## src/rtl/apb_pkg.sv

```systemverilog
// Shared APB types and helpers for the APB register-file completer.
package apb_pkg;

   typedef logic [2:0] prot_t;

   typedef enum logic [1:0] {IDLE, WAIT, DONE} state_e;

   // One byte lane of a strobed write: take the new byte only when its strobe is set.
   function automatic logic [7:0] strb_merge(input logic [7:0] old_byte,
                                             input logic [7:0] wdata,
                                             input logic       strb);
      return strb ? wdata : old_byte;
   endfunction

endpackage

```

## src/rtl/apb_regfile_slave.sv

```systemverilog
// APB4 completer holding NoRegs strobed registers with wait states, PSLVERR on
// decode/read-only/privilege errors and per-register hardware load-in.
module apb_regfile_slave
   import apb_pkg::*;
#(
   parameter int unsigned             AddrWidth  = 32,
   parameter int unsigned             DataWidth  = 32,
   parameter int unsigned             NoRegs     = 8,
   parameter logic [AddrWidth-1:0]    BaseAddr   = '0,
   parameter int unsigned             WaitCycles = 0,
   parameter logic [NoRegs-1:0]       ReadOnly   = '0,
   parameter bit                      PrivOnly   = 1'b0
) (
   input  logic                        clk_i,
   input  logic                        rst_ni,
   input  logic [AddrWidth-1:0]        paddr_i,
   input  prot_t                       pprot_i,
   input  logic                        psel_i,
   input  logic                        penable_i,
   input  logic                        pwrite_i,
   input  logic [DataWidth-1:0]        pwdata_i,
   input  logic [DataWidth/8-1:0]      pstrb_i,
   output logic                        pready_o,
   output logic [DataWidth-1:0]        prdata_o,
   output logic                        pslverr_o,
   output logic [NoRegs*DataWidth-1:0] reg_q_o,
   input  logic [NoRegs*DataWidth-1:0] reg_d_i,
   input  logic [NoRegs-1:0]           reg_load_i
);

   localparam int unsigned StrbWidth = DataWidth / 8;
   localparam int unsigned AlignBits = $clog2(StrbWidth);
   localparam int unsigned IdxWidth  = (NoRegs > 1) ? $clog2(NoRegs) : 1;
   localparam int unsigned CntWidth  = (WaitCycles > 0) ? $clog2(WaitCycles + 1) : 1;
   localparam logic [AddrWidth-1:0] AlignMask = AddrWidth'((1 << AlignBits) - 1);
   localparam logic [CntWidth-1:0]  CntInit   =
      CntWidth'((WaitCycles > 0) ? (WaitCycles - 1) : 0);

   state_e                 state_q, state_d;
   logic [CntWidth-1:0]    cnt_q, cnt_d;
   logic [IdxWidth-1:0]    idx_q, idx_d;
   logic                   err_q, err_d;
   logic                   write_q, write_d;
   logic [DataWidth-1:0]   wdata_q, wdata_d;
   logic [StrbWidth-1:0]   strb_q, strb_d;
   logic                   pready_q, pready_d;
   logic                   pslverr_q, pslverr_d;
   logic [DataWidth-1:0]   prdata_q, prdata_d;
   logic [DataWidth-1:0]   regs_q [NoRegs];
   logic [DataWidth-1:0]   regs_d [NoRegs];
   logic                   commit;

   logic [AddrWidth-1:0]   off, off_idx;
   logic [IdxWidth-1:0]    dec_idx;
   logic                   dec_err, acc_err;
   logic                   unused_prot;

   assign off     = paddr_i - BaseAddr;
   assign off_idx = off >> AlignBits;
   assign dec_idx = off_idx[IdxWidth-1:0];
   assign dec_err = (paddr_i < BaseAddr) || (off_idx >= AddrWidth'(NoRegs)) ||
                    ((off & AlignMask) != '0);
   assign acc_err = dec_err || (pwrite_i && ReadOnly[dec_idx]) || (PrivOnly && !pprot_i[0]);
   assign unused_prot = ^pprot_i[2:1];

   always_comb begin
      state_d   = state_q;
      cnt_d     = cnt_q;
      idx_d     = idx_q;
      err_d     = err_q;
      write_d   = write_q;
      wdata_d   = wdata_q;
      strb_d    = strb_q;
      pready_d  = 1'b0;
      pslverr_d = 1'b0;
      prdata_d  = '0;
      commit    = 1'b0;
      unique case (state_q)
         IDLE: begin
            if (psel_i && !penable_i) begin
               idx_d   = dec_idx;
               err_d   = acc_err;
               write_d = pwrite_i;
               wdata_d = pwdata_i;
               strb_d  = pstrb_i;
               if (WaitCycles == 0) begin
                  state_d   = DONE;
                  pready_d  = 1'b1;
                  pslverr_d = acc_err;
                  prdata_d  = (acc_err || pwrite_i) ? '0 : regs_q[dec_idx];
               end else begin
                  cnt_d   = CntInit;
                  state_d = WAIT;
               end
            end
         end
         WAIT: begin
            if (!psel_i) begin
               state_d = IDLE;
            end else if (cnt_q == '0) begin
               state_d   = DONE;
               pready_d  = 1'b1;
               pslverr_d = err_q;
               prdata_d  = (err_q || write_q) ? '0 : regs_q[idx_q];
            end else begin
               cnt_d = cnt_q - 1'b1;
            end
         end
         DONE: begin
            // A master that drops psel during the ready cycle aborts the write.
            state_d = IDLE;
            commit  = psel_i && write_q && !err_q;
         end
         default: state_d = IDLE;
      endcase
   end

   // APB commit is applied after the hardware load so it takes priority.
   always_comb begin
      for (int i = 0; i < NoRegs; i++) begin
         regs_d[i] = regs_q[i];
         if (reg_load_i[i]) regs_d[i] = reg_d_i[i*DataWidth +: DataWidth];
         if (commit && (idx_q == IdxWidth'(i))) begin
            for (int b = 0; b < StrbWidth; b++) begin
               regs_d[i][b*8 +: 8] = strb_merge(regs_q[i][b*8 +: 8], wdata_q[b*8 +: 8],
                                                strb_q[b]);
            end
         end
      end
   end

   always_ff @(posedge clk_i or negedge rst_ni) begin
      if (!rst_ni) begin
         state_q   <= IDLE;
         cnt_q     <= '0;
         idx_q     <= '0;
         err_q     <= 1'b0;
         write_q   <= 1'b0;
         wdata_q   <= '0;
         strb_q    <= '0;
         pready_q  <= 1'b0;
         pslverr_q <= 1'b0;
         prdata_q  <= '0;
         for (int i = 0; i < NoRegs; i++) regs_q[i] <= '0;
      end else begin
         state_q   <= state_d;
         cnt_q     <= cnt_d;
         idx_q     <= idx_d;
         err_q     <= err_d;
         write_q   <= write_d;
         wdata_q   <= wdata_d;
         strb_q    <= strb_d;
         pready_q  <= pready_d;
         pslverr_q <= pslverr_d;
         prdata_q  <= prdata_d;
         for (int i = 0; i < NoRegs; i++) regs_q[i] <= regs_d[i];
      end
   end

   for (genvar g = 0; g < NoRegs; g++) begin : gen_reg_out
      assign reg_q_o[g*DataWidth +: DataWidth] = regs_q[g];
   end

   assign pready_o  = pready_q;
   assign pslverr_o = pslverr_q;
   assign prdata_o  = prdata_q;

endmodule

```

## config.mk

```make
export PLATFORM = sky130hd
export DESIGN_NAME = apb_regfile_slave
export DESIGN_NICKNAME = d
export VERILOG_FILES = /design/src/rtl/apb_pkg.sv /design/src/rtl/apb_regfile_slave.sv
export SDC_FILE = /design/constraint.sdc
export NUM_CORES = 1
export LEC_CHECK = 0
export ABC_AREA = 1
export BUFFER_PORTS_ARGS = -buffer_cell sky130_fd_sc_hd__buf_2
export CORE_AREA = 2 2 245 247
export CTS_CLUSTER_SIZE = 16
export DETAILED_ROUTE_END_ITERATION = 7
export DIE_AREA = 0 0 247 249
export SLEW_MARGIN = 40
export SYNTH_ARGS = -nofsm -noshare
export SYNTH_HDL_FRONTEND = slang
export SYNTH_SLANG_ARGS = --single-unit
export TNS_END_PERCENT = 100
```

## constraint.sdc

```tcl
create_clock -name clk_i -period 1.94 [get_ports clk_i]
set_clock_uncertainty 0.1 [all_clocks]
set_input_delay 0.388 -clock clk_i [delete_from_list [all_inputs] [get_ports clk_i]]
set_output_delay 0.388 -clock clk_i [all_outputs]
set_load 0.03 [all_outputs]
```

==> After elaboration in Yosys (flattened, before gate mapping) <==
Memories as Yosys holds them, arrays and structs flattened.
Cells that the tools add are included.
{ "classes": {"div_mod_pow": 0, "n_bitwise": 2, "eq_ne": 43, "n_reduce_logical": 65, "mux": 47, "n_addsub": 1, "shifts": 0, "n_mul": 0, "magnitude_cmp": 5} }
{ "op_table": {"columns": ["operator", "count"], "rows": [
  ["two-way mux 32 bit", 25],
  ["binary-select mux 32 bit (select 3 bit)", 2],
  ["AND reduction 2 bit", 35],
  ["inequality test 2 bit, second input constant", 33],
  ["case mux 32 bit (2 select lines)", 1],
  ["less-than comparator 32 x 1 -> 1 bit, second input constant", 1],
  ["two-way mux 8 bit", 4],
  ["nonzero test 32 bit", 1],
  [">= comparator 30 x 4 -> 1 bit, second input constant", 1],
  ["nonzero test 2 bit", 8],
  ["equality test 3 bit, second input constant", 4],
  ["logical AND 1 bit", 12],
  ["two-way mux 1 bit", 9],
  [">= comparator 4 bit, second input constant", 2],
  ["inverter 3 -> 4 bit", 2],
  ["equality test 3 x 2 -> 1 bit, second input constant", 2],
  ["two-way mux 2 bit", 3],
  ["logical OR 1 bit", 5],
  ["less-than comparator 3 x 4 -> 1 bit, second input constant", 1],
  ["case mux 1 bit (2 select lines)", 2],
  ["case mux 2 bit (2 select lines)", 1],
  ["equality test 3 x 1 -> 1 bit, second input constant", 1],
  ["zero test 3 bit", 1],
  ["inequality test 3 bit, second input constant", 1],
  ["other kinds (5)", 6]
]} }
{ "totals": {"output_inout_bits": 290, "input_bits": 340, "ff_bits": 334, "mem_bits_ro": 8, "n_memories": 1, "ram_bits": 0, "wordCells": 206, "latch_bits": 0} }
{ "memory_table": {"columns": ["name", "depth", "word_bits", "rd", "rd_ports_with_merged_regs", "wr", "line", "rtl"], "rows": [
  ["(name not given)", 8, 1, 1, 0, 0, "apb_regfile_slave.sv:63", "assign acc_err = dec_err || (pwrite_i && ReadOnly[dec_idx]) || (PrivOnly && !pprot_i[0]);"]
]} }

==> Logic depth before layout (Yosys ltp) <==
Gate-level depths: netlist of run 1.
{ "logic_depth": {"word_depth": 8, "ltp_mapped": 10, "mapped_depth_nobuf": 8} }

==> Least setup slack after synthesis of run 1 <==
No wires, ideal clock.
{ "synth_path": {"path_type": "register -> register", "from": "register idx_q[1]", "to": "register regs_q, in the netlist reg_q_o[10]", "t_arrival_ps": 1434, "path_stages_with_launch": 11, "period_less_slack_ps": 1652, "t_required_ps": 1723, "setup_time_ps": 117, "slack_ps": 288, "path_buffers": 2, "cell_sequence": "dfrtp_1 inv_1 nand2_1 nor2_2 nand2_1 buf_2 clkbuf_1 nand2_1 o21ai_0 nand2_1 nand2_1"} }
{ "synth_via": {"elab_chain_len": 4, "word_cells_on_any_way": 6, "cone_classes": "eq/ne: 1; mux: 1; reduce/logical: 4"} }
{ "synth_lines": {"columns": ["item", "line", "rtl"], "rows": [
  ["from (decl)", "apb_regfile_slave.sv:41", "logic [IdxWidth-1:0] idx_q, idx_d;"],
  ["from (signal assigned)", "apb_regfile_slave.sv:148", "idx_q <= idx_d;"],
  ["zero test 3 bit *", "apb_regfile_slave.sv:123", "if (commit && (idx_q == IdxWidth'(i))) begin"],
  ["logical AND 1 bit *", "apb_regfile_slave.sv:123", null],
  ["inequality test 2 bit (no source line) / nonzero test 2 bit (equally long branches)", null, null],
  ["AND reduction 2 bit (no source line)", null, null],
  ["to (decl)", "apb_regfile_slave.sv:49", "logic [DataWidth-1:0] regs_q [NoRegs];"]
]} }
Mark *: on every way between the ends. The rest lies on a longest branch, timed or not.
A chain may end at the register's enable or synchronous reset.

==> Worst setup path after layout of run 1 <==
{ "layout_path": {"from": "register err_q", "to": "register regs_q, in the netlist reg_q_o[165]"} }
{ "layout_via": {"elab_chain_len": 6, "word_cells_on_any_way": 8, "cone_classes": "eq/ne: 1; mux: 2; reduce/logical: 5"} }
{ "layout_lines": {"columns": ["item", "line", "rtl"], "rows": [
  ["from (decl)", "apb_regfile_slave.sv:42", "logic err_q, err_d;"],
  ["from (signal assigned)", "apb_regfile_slave.sv:149", "err_q <= err_d;"],
  ["zero test 1 bit *", "apb_regfile_slave.sv:112", "commit = psel_i && write_q && !err_q;"],
  ["logical AND 1 bit *", "apb_regfile_slave.sv:112", null],
  ["two-way mux 1 bit *", "apb_regfile_slave.sv:78", "unique case (state_q)"],
  ["logical AND 1 bit *", "apb_regfile_slave.sv:123", null],
  ["inequality test 2 bit (no source line) / nonzero test 2 bit (equally long branches)", null, null],
  ["AND reduction 2 bit (no source line)", null, null]
]} }
Marked as above.

==> results of run 1 <==
-- stage by stage --
step | power (mW) | utilization | setup slack [ns] | hold WS [ns]
final | 22.0 | 0.462 | 0.0285 | 0.0210
after global routing | 23.0 | 0.462 | -0.0520 | 0.0273
after CTS | 22.1 | 0.454 | 0.00324 | 0.000185
after detailed placement | 13.5 | 0.415 | -0.0962 | 0.175
after global placement | 13.5 | 0.415 | -0.0784 | 0.174
after floorplan | 10.9 | - | 0.288 | -0.00759
-- layer usage --
metal / part of all wire / vias up / GRT usage
met5: 0.00093 / - / 0
met4: 0.047 / 14 / 0.125
met3: 0.071 / 216 / 0.0569
met2: 0.49 / 937 / 0.527
met1: 0.39 / 10530 / 0.358
li1: - / 10535 / -
-- state kept, by name, indices dropped and copies added (netlist names) --
name	flops
err_q	1
idx_q	3
prdata_o	32
pready_o	1
pslverr_o	1
reg_q_o	256
state_q	1
strb_q	4
wdata_q	32
write_q	1
-- synthesized netlist by cell type (6+ instances only) --
library cell | number | share of area
buf_2 | 55 | 0.014
nand2_2 | 30 | 0.0098
nand3_1 | 420 | 0.11
buf_6 | 7 | 0.0041
buf_1 | 13 | 0.0025
nand3_2 | 31 | 0.016
nor2_2 | 8 | 0.0026
dfrtp_1 | 332 | 0.43
nand2_4 | 6 | 0.0035
inv_1 | 244 | 0.048
o21ai_1 | 33 | 0.0086
clkbuf_1 | 71 | 0.014
o21ai_0 | 195 | 0.051
or2_2 | 32 | 0.010
a21oi_1 | 64 | 0.017
nor2_1 | 150 | 0.029
nand2_1 | 1133 | 0.22
-- final cells by class --
cell class / count / area [sq um] / area share
Antenna cell: 5 / 12.5 / 0.000461
Inverter: 247 / 931 / 0.0343
Tap cell: 773 / 967 / 0.0357
Clock inverter: 17 / 209 / 0.00771
Clock buffer: 62 / 1280 / 0.0472
Timing Repair Buffer: 867 / 5810 / 0.214
Multi-Input combinational cell: 2108 / 9600 / 0.354
Sequential cell: 332 / 8310 / 0.306
-- what timing repair did --
item,4_1_cts,5_1_grt
hold buffers,79,0
cloned,0,5
setup endpoints to repair,16,221
pin swaps,0,2
gates resized for setup,2,58
setup buffers,0,5
hold endpoints to repair,259,0
-- report_power, final --
part | switching, mW | total [mW] | internal [mW]
Combinational | 3.72 | 5.35 | 1.63
Clock | 3.34 | 8.46 | 5.12
Sequential | 0.684 | 8.24 | 7.55
Total | 7.74 | 22.0 | 14.3
-- tightest hold or removal path: cells and delay by family --
| kind | cells | cell delay, ns |
|---|---|---|
| AOI/OAI and AO/OA | 1 | 0.06 |
| buffers and inverters | 1 | 0.08 |
| and+or+nand+nor | 3 | 0.14 |
-- cell families (layout without fill, tap and decap cells) --
logic type	count (synthesis)	in the layout	synth area share
flip-flops	332	332	0.432
buffers and inverters	400	1193	0.0859
other	0	5	0
AND/OR/NAND/NOR	1815	1816	0.407
AO/OA/AOI/OAI	292	292	0.0759
-- how the worst max path moves through the flow --
stage                         endpoint  slack, ns  depth (start not counted)
after floorplan            reg_q_o[10]       0.29                         10
after global placement    reg_q_o[247]      -0.08                         10
after detailed placement  reg_q_o[243]       -0.1                         10
after CTS                 reg_q_o[235]      0.003                          8
after global routing      reg_q_o[165]      -0.05                          9
final                     reg_q_o[165]       0.03                         10
-- layout by cell type, fill, tap and decap left out --
cell type      count
diode_2            5
buf_12            43
buf_6              5
clkbuf_8          11
a21oi_1           64
clkinv_2           9
inv_2              2
dlygate4sd3_1     79
nor2_1           149
nand3_2           16
nor3_4             1
clkinvlp_4         2
inv_4              1
inv_6              2
clkbuf_1           7
inv_1            243
buf_2            624
nand2_2           17
nand2_1         1125
bufinv_16          4
dfrtp_1          332
or2_2             32
nand3_1          420
nor2_4             2
nand2_8            8
nor2_2             7
nand2_4           22
o21ai_1           38
buf_8              2
nand3_4           17
clkbuf_16         48
o21ai_0          190
buf_16             1
buf_4            109
clkinv_8           1
==> metrics.txt, run 1 <==
worst hold start=reg_d_i[64]; register bit total from synthesis=332; CP max stage delay=0.41 ns; crit share post-route=0.985; final max-slew violation count=0; worst path bufs/invs=4; leakage power total=15.1 nW; Yosys warning total=0; Setup TNS=0 ns; maximum clock insertion buffer count=3; dpl hpwl=74.5 mm; Main synth FF type=dfrtp_1; Die Span X=247 um; drt total wl=95.5 mm; critical path startpoint=err_q; full die area=61500 sq um; syn nets=3179; Pwr Density=813 nW/um^2; Slowest-stage cell, CP=dfrtp_1; antenna violations before repair=12; crit path kind=reg2reg; total global-route track usage=0.301; Cells after Synth=2839; Worst-Skew Late Latency=0.59 ns; Final min period=1.91 ns; IO Port Bufs=626; initial core utilization=0.328; Net count, final=3939; worst hold endpoint=reg_q_o[64]; number of global-route vias before repair=21413; Vias/cell=5.04; max_slew headroom=0.486; CP startpoint kind=register; Antenna Violating Nets Remaining=0; Hold Crit Depth=5; DR WL/cell=21.7 um; MaxCap Viol Count=0; Req. time, crit path=2.29 ns; pin slew with the least headroom to its limit=0.771 ns; largest net degree at the start of global routing=72; initial detailed-routing violation count=1514; cell area after synthesis=19200 sq um; Area growth syn-to-layout=40.9%; Final Hold Violating Endpoints=0; FF-to-FF Start=err_q; post-synthesis async set-or-reset flop share=1.00; DP Area=24300 sq um; CTS root buffer=clkbuf_16; Hold Crit Class=in2reg; first-pass GRT wire length=137 mm; status=completed; Inserted Clock Buffers=43; Clock transition at path regs=0.06 ns; VDD IR max=0.692 mV; syn_area_per_cell=6.78 sq um; Top Family by Delay on Critical Path=buffers and inverters; Fmax achieved=523 MHz; CP max FO=30; CTS Sinks=332; Post-synth EDFFs=0; Seq/Total Area, Yosys=0.432; DIE HEIGHT=249 um; final setup vio count=0; register-to-register setup slack=0.03 ns; # placed instances=4238; Critical Path, Cell by Cell=nor3_4, buf_12, buf_12, buf_4, nand2_8, buf_12, nand2_1, o21ai_1, nand2_1, nand2_1; Filler cells=6076; Initial DRT Pass Iterations=5; global route overflow=0; final instance area=27100 sq um; total number of vias=22232; FP Rows=89; RePlAce Congestion=0.940; RSZ-0062 raised after global routing=true; Worst Path Arrival=2.26 ns; layout cells sized above 1=0.271; FF-to-FF path depth=10; DRC errors left=0; RR Endpoint=reg_q_o[165]; core area=58700 sq um; TritonCTS clock tree=done; Worst setup EP type=register; num ports=630; H-tree depth=2; Finished Layout Cells=4411; count of cell types in the netlist=25
Note: power is estimated with default switching activity, not from simulation.
==> run 2, diff against run 1 <==
--- a/config.mk
+++ b/config.mk
@@ -11,6 +11,7 @@
 export CTS_CLUSTER_SIZE = 16
 export DETAILED_ROUTE_END_ITERATION = 7
 export DIE_AREA = 0 0 247 249
+export PLACE_DENSITY = 0.52
 export SLEW_MARGIN = 40
 export SYNTH_ARGS = -nofsm -noshare
 export SYNTH_HDL_FRONTEND = slang
==> constraint.sdc (replaced) <==
create_clock -name clk_i -period 1.94 [get_ports clk_i]
set_clock_uncertainty 0.1 [all_clocks]
set_input_delay 0.388 -clock clk_i [delete_from_list [all_inputs] [get_ports clk_i]]
set_output_delay 0.388 -clock clk_i [all_outputs]
set_load 0.02 [all_outputs]
==> run 2 against run 1 <==
  * First-iteration DRC count decreased by 7.6%
  * Setup slack gained 0.070 ns
  * Final area decreased by 1.8%
  * Clock power down 5.8%
  * Hold slack better by 0.00063 ns
  * Core utilization shrank 0.82 points
  * Die area unchanged
  * Critical path depth decreased by 2
  * Count of clock-buffer cells in the layout increased by 5
  * Via count down 2.1%
  * Global-route usage is essentially flat
  * Critical path type unchanged
  * Critical endpoint is now reg_q_o[60]
==> metrics.txt, run 2 (synthesis results as in run 1) <==
Area growth syn-to-layout=38.4% (was 40.9%); Critical Path, Cell by Cell=nor3_4, buf_12, nand2_2, buf_4, nand2_1, o21ai_0, nand2_1, nand2_1 (was nor3_4, buf_12, buf_12, buf_4, nand2_8, buf_12, nand2_1, o21ai_1, nand2_1, nand2_1); Place WS=-0.0774 ns (was -0.0962 ns); first-pass GRT wire length=137 mm (about the same); Die Span X=247 um (unchanged); Hold Crit Class=in2reg (unchanged); Antenna Violating Nets Remaining=0 (unchanged); register-to-register setup slack=0.1 ns (was 0.03 ns); Initial DRT Pass Iterations=6 (was 5); pin slew with the least headroom to its limit=0.576 ns (was 0.771 ns); core area=58700 sq um (unchanged); DR WL/cell=21.5 um (was 21.7 um); initial core utilization=0.328 (unchanged); number of global-route vias before repair=21172 (was 21413); full die area=61500 sq um (unchanged); WHS=0.0216 ns (was 0.0210 ns); total number of vias=21764 (was 22232); Vias/cell=4.93 (was 5.04); status=completed (unchanged); RSZ-0062 raised after global routing=false (was true); fin worst setup slack=0.0989 ns (was 0.0285 ns); DIE HEIGHT=249 um (unchanged); CP max stage delay=0.40 ns (was 0.41 ns); max_slew headroom=0.616 (was 0.486); DRC errors left=0 (unchanged); FP Rows=89 (unchanged); most frequent cells in the layout=nand2_1, buf_2, nand3_1 (unchanged); RR Endpoint=reg_q_o[60] (was reg_q_o[165]); Slowest-stage cell, CP=dfrtp_1 (unchanged); crit path kind=reg2reg (unchanged); CP max FO=20 (was 30); TritonCTS clock tree=done (unchanged); RePlAce Congestion=0.944 (was 0.940); num ports=630 (unchanged); Final min period=1.84 ns (was 1.91 ns); leakage power total=15.0 nW (was 15.1 nW); initial detailed-routing violation count=1399 (was 1514); post-route core utilization=0.454 (was 0.462); total global-route track usage=0.301 (about the same); postcts setup bufs=0 (unchanged); global route overflow=0 (unchanged); Clock transition at path regs=0.06 ns (about the same); layout cells sized above 1=0.271 (about the same); Net count, final=3943 (was 3939); Worst-Skew Late Latency=0.58 ns (was 0.59 ns); Worst Path Arrival=2.20 ns (was 2.26 ns); final setup vio count=0 (unchanged); Req. time, crit path=2.29 ns (about the same); CTS root buffer=clkbuf_16 (unchanged); Critical Path End=reg_q_o[60] (was reg_q_o[165]); CTS Sinks=332 (unchanged); largest net degree at the start of global routing=77 (was 72); drt total wl=94.8 mm (was 95.5 mm); Worst setup EP type=register (unchanged); Inserted Clock Buffers=42 (was 43); critical path startpoint=err_q (unchanged); maximum clock insertion buffer count=3 (unchanged); FF-to-FF Start=err_q (unchanged); H-tree depth=2 (unchanged); Pwr Density=793 nW/um^2 (was 813 nW/um^2); Critical Path Most Common Cell=nand2_1; antenna violations before repair=13 (was 12); dpl hpwl=74.2 mm (was 74.5 mm); final max-slew violation count=0 (unchanged); max FFs per register=256 (unchanged); CP startpoint kind=register (unchanged); FF-to-FF path depth=8 (was 10); IO Port Bufs=626 (unchanged); Fmax achieved=543 MHz (was 523 MHz); commonest non-fill, non-tap cell in the layout=nand2_1 (unchanged); crit share post-route=0.949 (was 0.985); Final Hold Violating Endpoints=0 (unchanged); worst hold start=reg_d_i[191] (was reg_d_i[64]); MaxCap Viol Count=0 (unchanged); VDD IR max=0.620 mV (was 0.692 mV)
## run 2: how the worst min path moves through the flow
stage,to,slack [ns],cells past startpoint
after CTS,reg_q_o[133],0.00007,5
after global placement,reg_q_o[196],0.24,1
after floorplan,err_q,-0.008,0
after global routing,reg_q_o[41],0.02,5
final,reg_q_o[191],0.02,5
after detailed placement,reg_q_o[196],0.24,1
## run 2: cell type report
cell class / count / area [sq um]
Antenna cell: 7 / 17.5
Sequential cell: 332 / 8310
Clock inverter: 6 / 61.3
Fill cell: 6301 / 32100
Timing Repair Buffer: 873 / 5700
Tap cell: 773 / 967
Inverter: 247 / 931
Clock buffer: 67 / 1310
Multi-Input combinational cell: 2107 / 9340
## run 2: per-stage QoR
stage,power [mW],setup TNS [ns],cell area (sq um),cells
floorplan,10.5,0,19200,2839
global placement,13.1,-0.789,24400,4254
detailed placement,13.1,-2.22,24400,4254
CTS,21.3,0,26600,4405
global route,22.0,0,26600,4407
finish,21.1,0,26600,4412
## run 2: critical path, delay by kind of cell, from the launching register on
kind	cells	cell delay (ns)
buffers and inverters	2	0.46
and+or+nand+nor	5	0.63
DFF	1	0.40
AOI/OAI and AO/OA	1	0.08
## run 2: where the power goes
part	switching (mW)	total, mW	internal (mW)
Combinational	3.28	4.92	1.64
Clock	3.26	7.97	4.71
Sequential	0.667	8.22	7.55
## run 2: routing by layer
layer | GRT usage | share of wire | vias to the layer above
li1 | - | - | 10514
met1 | 0.358 | 0.39 | 10317
met2 | 0.535 | 0.51 | 747
met3 | 0.0579 | 0.066 | 172
met4 | 0.108 | 0.036 | 14
met5 | 0 | 0.00084 | -
## run 2: timing repair
item                       4_1_cts  5_1_grt
setup endpoints to repair       24       85
pin swaps                        0        1
resized for setup                1       14
hold endpoints to repair       187        0
hold buffers                    78        0
==> run 3, diff against run 2 <==
--- a/config.mk
+++ b/config.mk
@@ -11,6 +11,7 @@
 export CTS_CLUSTER_SIZE = 16
 export DETAILED_ROUTE_END_ITERATION = 7
 export DIE_AREA = 0 0 247 249
+export HOLD_SLACK_MARGIN = 0.12
 export PLACE_DENSITY = 0.52
 export SLEW_MARGIN = 40
 export SYNTH_ARGS = -nofsm -noshare
==> run 3 against run 2 <==
  * Sequential share of layout area decreased by 2.4 points
  * Global-route usage rose by 0.93 points
  * Via count grew 4.6%
  * Die area stayed put
  * Combinational power grew 7.7%
  * Clock power is essentially flat
  * Count of clock-buffer cells in the layout did not move
  * Core utilization is 3.8 points higher
  * Total power increased by 1.9%
  * Flip-flop and latch count unchanged
  * Non-clock buffer count increased by 220
  * Hold slack gained 0.13 ns
==> metrics.txt, run 3 (synthesis results as in run 1) <==
Critical Path Most Common Cell=nand2_1 (unchanged); first-pass GRT wire length=142 mm (was 137 mm); met1 GRT Util=0.363 (was 0.358); max_slew headroom=0.622 (was 0.616); Hold Crit Class=in2reg (unchanged); maximum clock insertion buffer count=3 (unchanged); Initial DRT Pass Iterations=5 (was 6); CP max FO=20 (unchanged); CP startpoint kind=register (unchanged); post-route core utilization=0.491 (was 0.454); Vias/cell=4.91 (was 4.93); H-tree depth=2 (unchanged); GR peak layer=met2 (unchanged); Worst setup EP type=register (unchanged); crit path kind=reg2reg (unchanged); Finished Layout Cells=4632 (was 4412); final max-slew violation count=0 (unchanged); CTS root buffer=clkbuf_16 (unchanged); # placed instances=4254 (unchanged); layout cells sized above 1=0.255 (was 0.271); DR WL/cell=21.2 um (was 21.5 um); TritonCTS clock tree=done (unchanged); Pwr Density=746 nW/um^2 (was 793 nW/um^2); RSZ-0062 raised after global routing=false (unchanged); Area growth syn-to-layout=49.8% (was 38.4%); fin worst setup slack=0.0960 ns (was 0.0989 ns); DP Area=24400 sq um (unchanged); Final Hold Violating Endpoints=0 (unchanged); Req. time, crit path=2.35 ns (was 2.29 ns); Worst Path Arrival=2.25 ns (was 2.20 ns); global route overflow=0 (unchanged); number of global-route vias before repair=22520 (was 21172); Fmax achieved=542 MHz (was 543 MHz); Inserted Clock Buffers=42 (unchanged); met3 Track Usage GR=0.0554 (was 0.0579); FP Rows=89 (unchanged); max FFs per register=256 (unchanged); status=completed (unchanged); dpl hpwl=74.2 mm (unchanged); full die area=61500 sq um (unchanged); leakage power total=15.9 nW (was 15.0 nW); Antenna Violating Nets Remaining=0 (unchanged); final instance area=28800 sq um (was 26600 sq um); DIE HEIGHT=249 um (unchanged); final setup vio count=0 (unchanged); Worst-Skew Late Latency=0.58 ns (about the same); Net count, final=4163 (was 3943); Place WS=-0.0774 ns (unchanged); most frequent cells in the layout=nand2_1, buf_2, nand3_1 (unchanged); antenna violations before repair=9 (was 13); num ports=630 (unchanged); CP max stage delay=0.40 ns (about the same); total number of vias=22763 (was 21764); Die Span X=247 um (unchanged); register-to-register setup slack=0.1 ns (about the same); initial core utilization=0.328 (unchanged); initial detailed-routing violation count=1512 (was 1399); MaxCap Viol Count=0 (unchanged); core area=58700 sq um (unchanged); routing usage on met2=0.545 (was 0.535); Filler cells=6029 (was 6301); VDD IR max=0.633 mV (was 0.620 mV); IO Port Bufs=626 (unchanged); Final min period=1.84 ns (about the same); largest net degree at the start of global routing=77 (unchanged); total global-route track usage=0.310 (was 0.301); CTS Sinks=332 (unchanged); Clock transition at path regs=0.06 ns (about the same); worst path bufs/invs=2 (unchanged); pin slew with the least headroom to its limit=0.567 ns (was 0.576 ns); crit share post-route=0.951 (was 0.949); DRC errors left=0 (unchanged); RePlAce Congestion=0.944 (unchanged); Top Family by Delay on Critical Path=simple AND/OR/NAND/NOR gates (unchanged); drt total wl=98.0 mm (was 94.8 mm); Critical Path, Cell by Cell=nor3_4, buf_12, buf_4, nand3_2, nand2_2, nand2_1, nand2_1 (was nor3_4, buf_12, nand2_2, buf_4, nand2_1, o21ai_0, nand2_1, nand2_1); commonest non-fill, non-tap cell in the layout=nand2_1 (unchanged); Setup TNS=0 ns (unchanged); Slowest-stage cell, CP=dfrtp_1 (unchanged)
[run 3: cell count changes in the layout (fill, tap and decap cells not counted), sizes merged]
cell	before	now
dlygate4sd3	78	298
[run 3: tightest hold or removal path, delay by kind of cell]
family | cells | cell delay, ns
and+or+nand+nor | 3 | 0.31
buffers and inverters | 1 | 0.10
[run 3: area by class of cell]
| type | instances | area (sq um) | area share |
|---|---|---|---|
| repair buffers | 1093 | 7900 | 0.274 |
| flip-flops and latches | 332 | 8310 | 0.288 |
| clock inverters | 6 | 61.3 | 0.00213 |
| inverters | 247 | 931 | 0.0323 |
| multi-input cells | 2107 | 9340 | 0.324 |
| diodes | 7 | 17.5 | 0.000608 |
| clock buffers | 67 | 1310 | 0.0453 |
| well taps | 773 | 967 | 0.0335 |
[run 3: per-stage QoR]
step                      total power [mW]  hold WS [ns]
after global placement                13.1         0.238
after floorplan                       10.5      -0.00759
after global routing                  22.4         0.160
after CTS                             21.6         0.127
after detailed placement              13.1         0.236
final                                 21.5         0.156
[run 3: final timing paths]
kind | from | end | cells after the start
min in group asynchronous | rst_ni | reg_q_o[196] | 2
setup / recovery | err_q | reg_q_o[14] | 7
setup reg to reg | err_q | reg_q_o[14] | 7
hold reg to reg | strb_q[1] | strb_q[1] | 2
hold / removal | reg_load_i[6] | reg_q_o[211] | 4
max in group asynchronous | rst_ni | reg_q_o[51] | 3
[run 3: repair_timing]
action | in CTS | in global routing
endpoints found under the hold margin | 606 | 0
pin swaps | 0 | 1
endpoints found under the setup margin | 24 | 85
cloned | 0 | 0
setup buffers | 0 | 0
hold buffers | 298 | 0
resized for setup | 1 | 14
[run 3: where the power goes]
part	switching [mW]	internal, mW	total, mW
registers	0.663	7.55	8.22
clock network	3.28	4.71	7.99
logic	3.37	1.93	5.30
total	7.31	14.2	21.5
[run 3: metal layers]
layer,up-vias,share of wire
li1,10959,-
met1,10678,0.38
met2,899,0.50
met3,223,0.065
met4,4,0.050
met5,-,0.00020
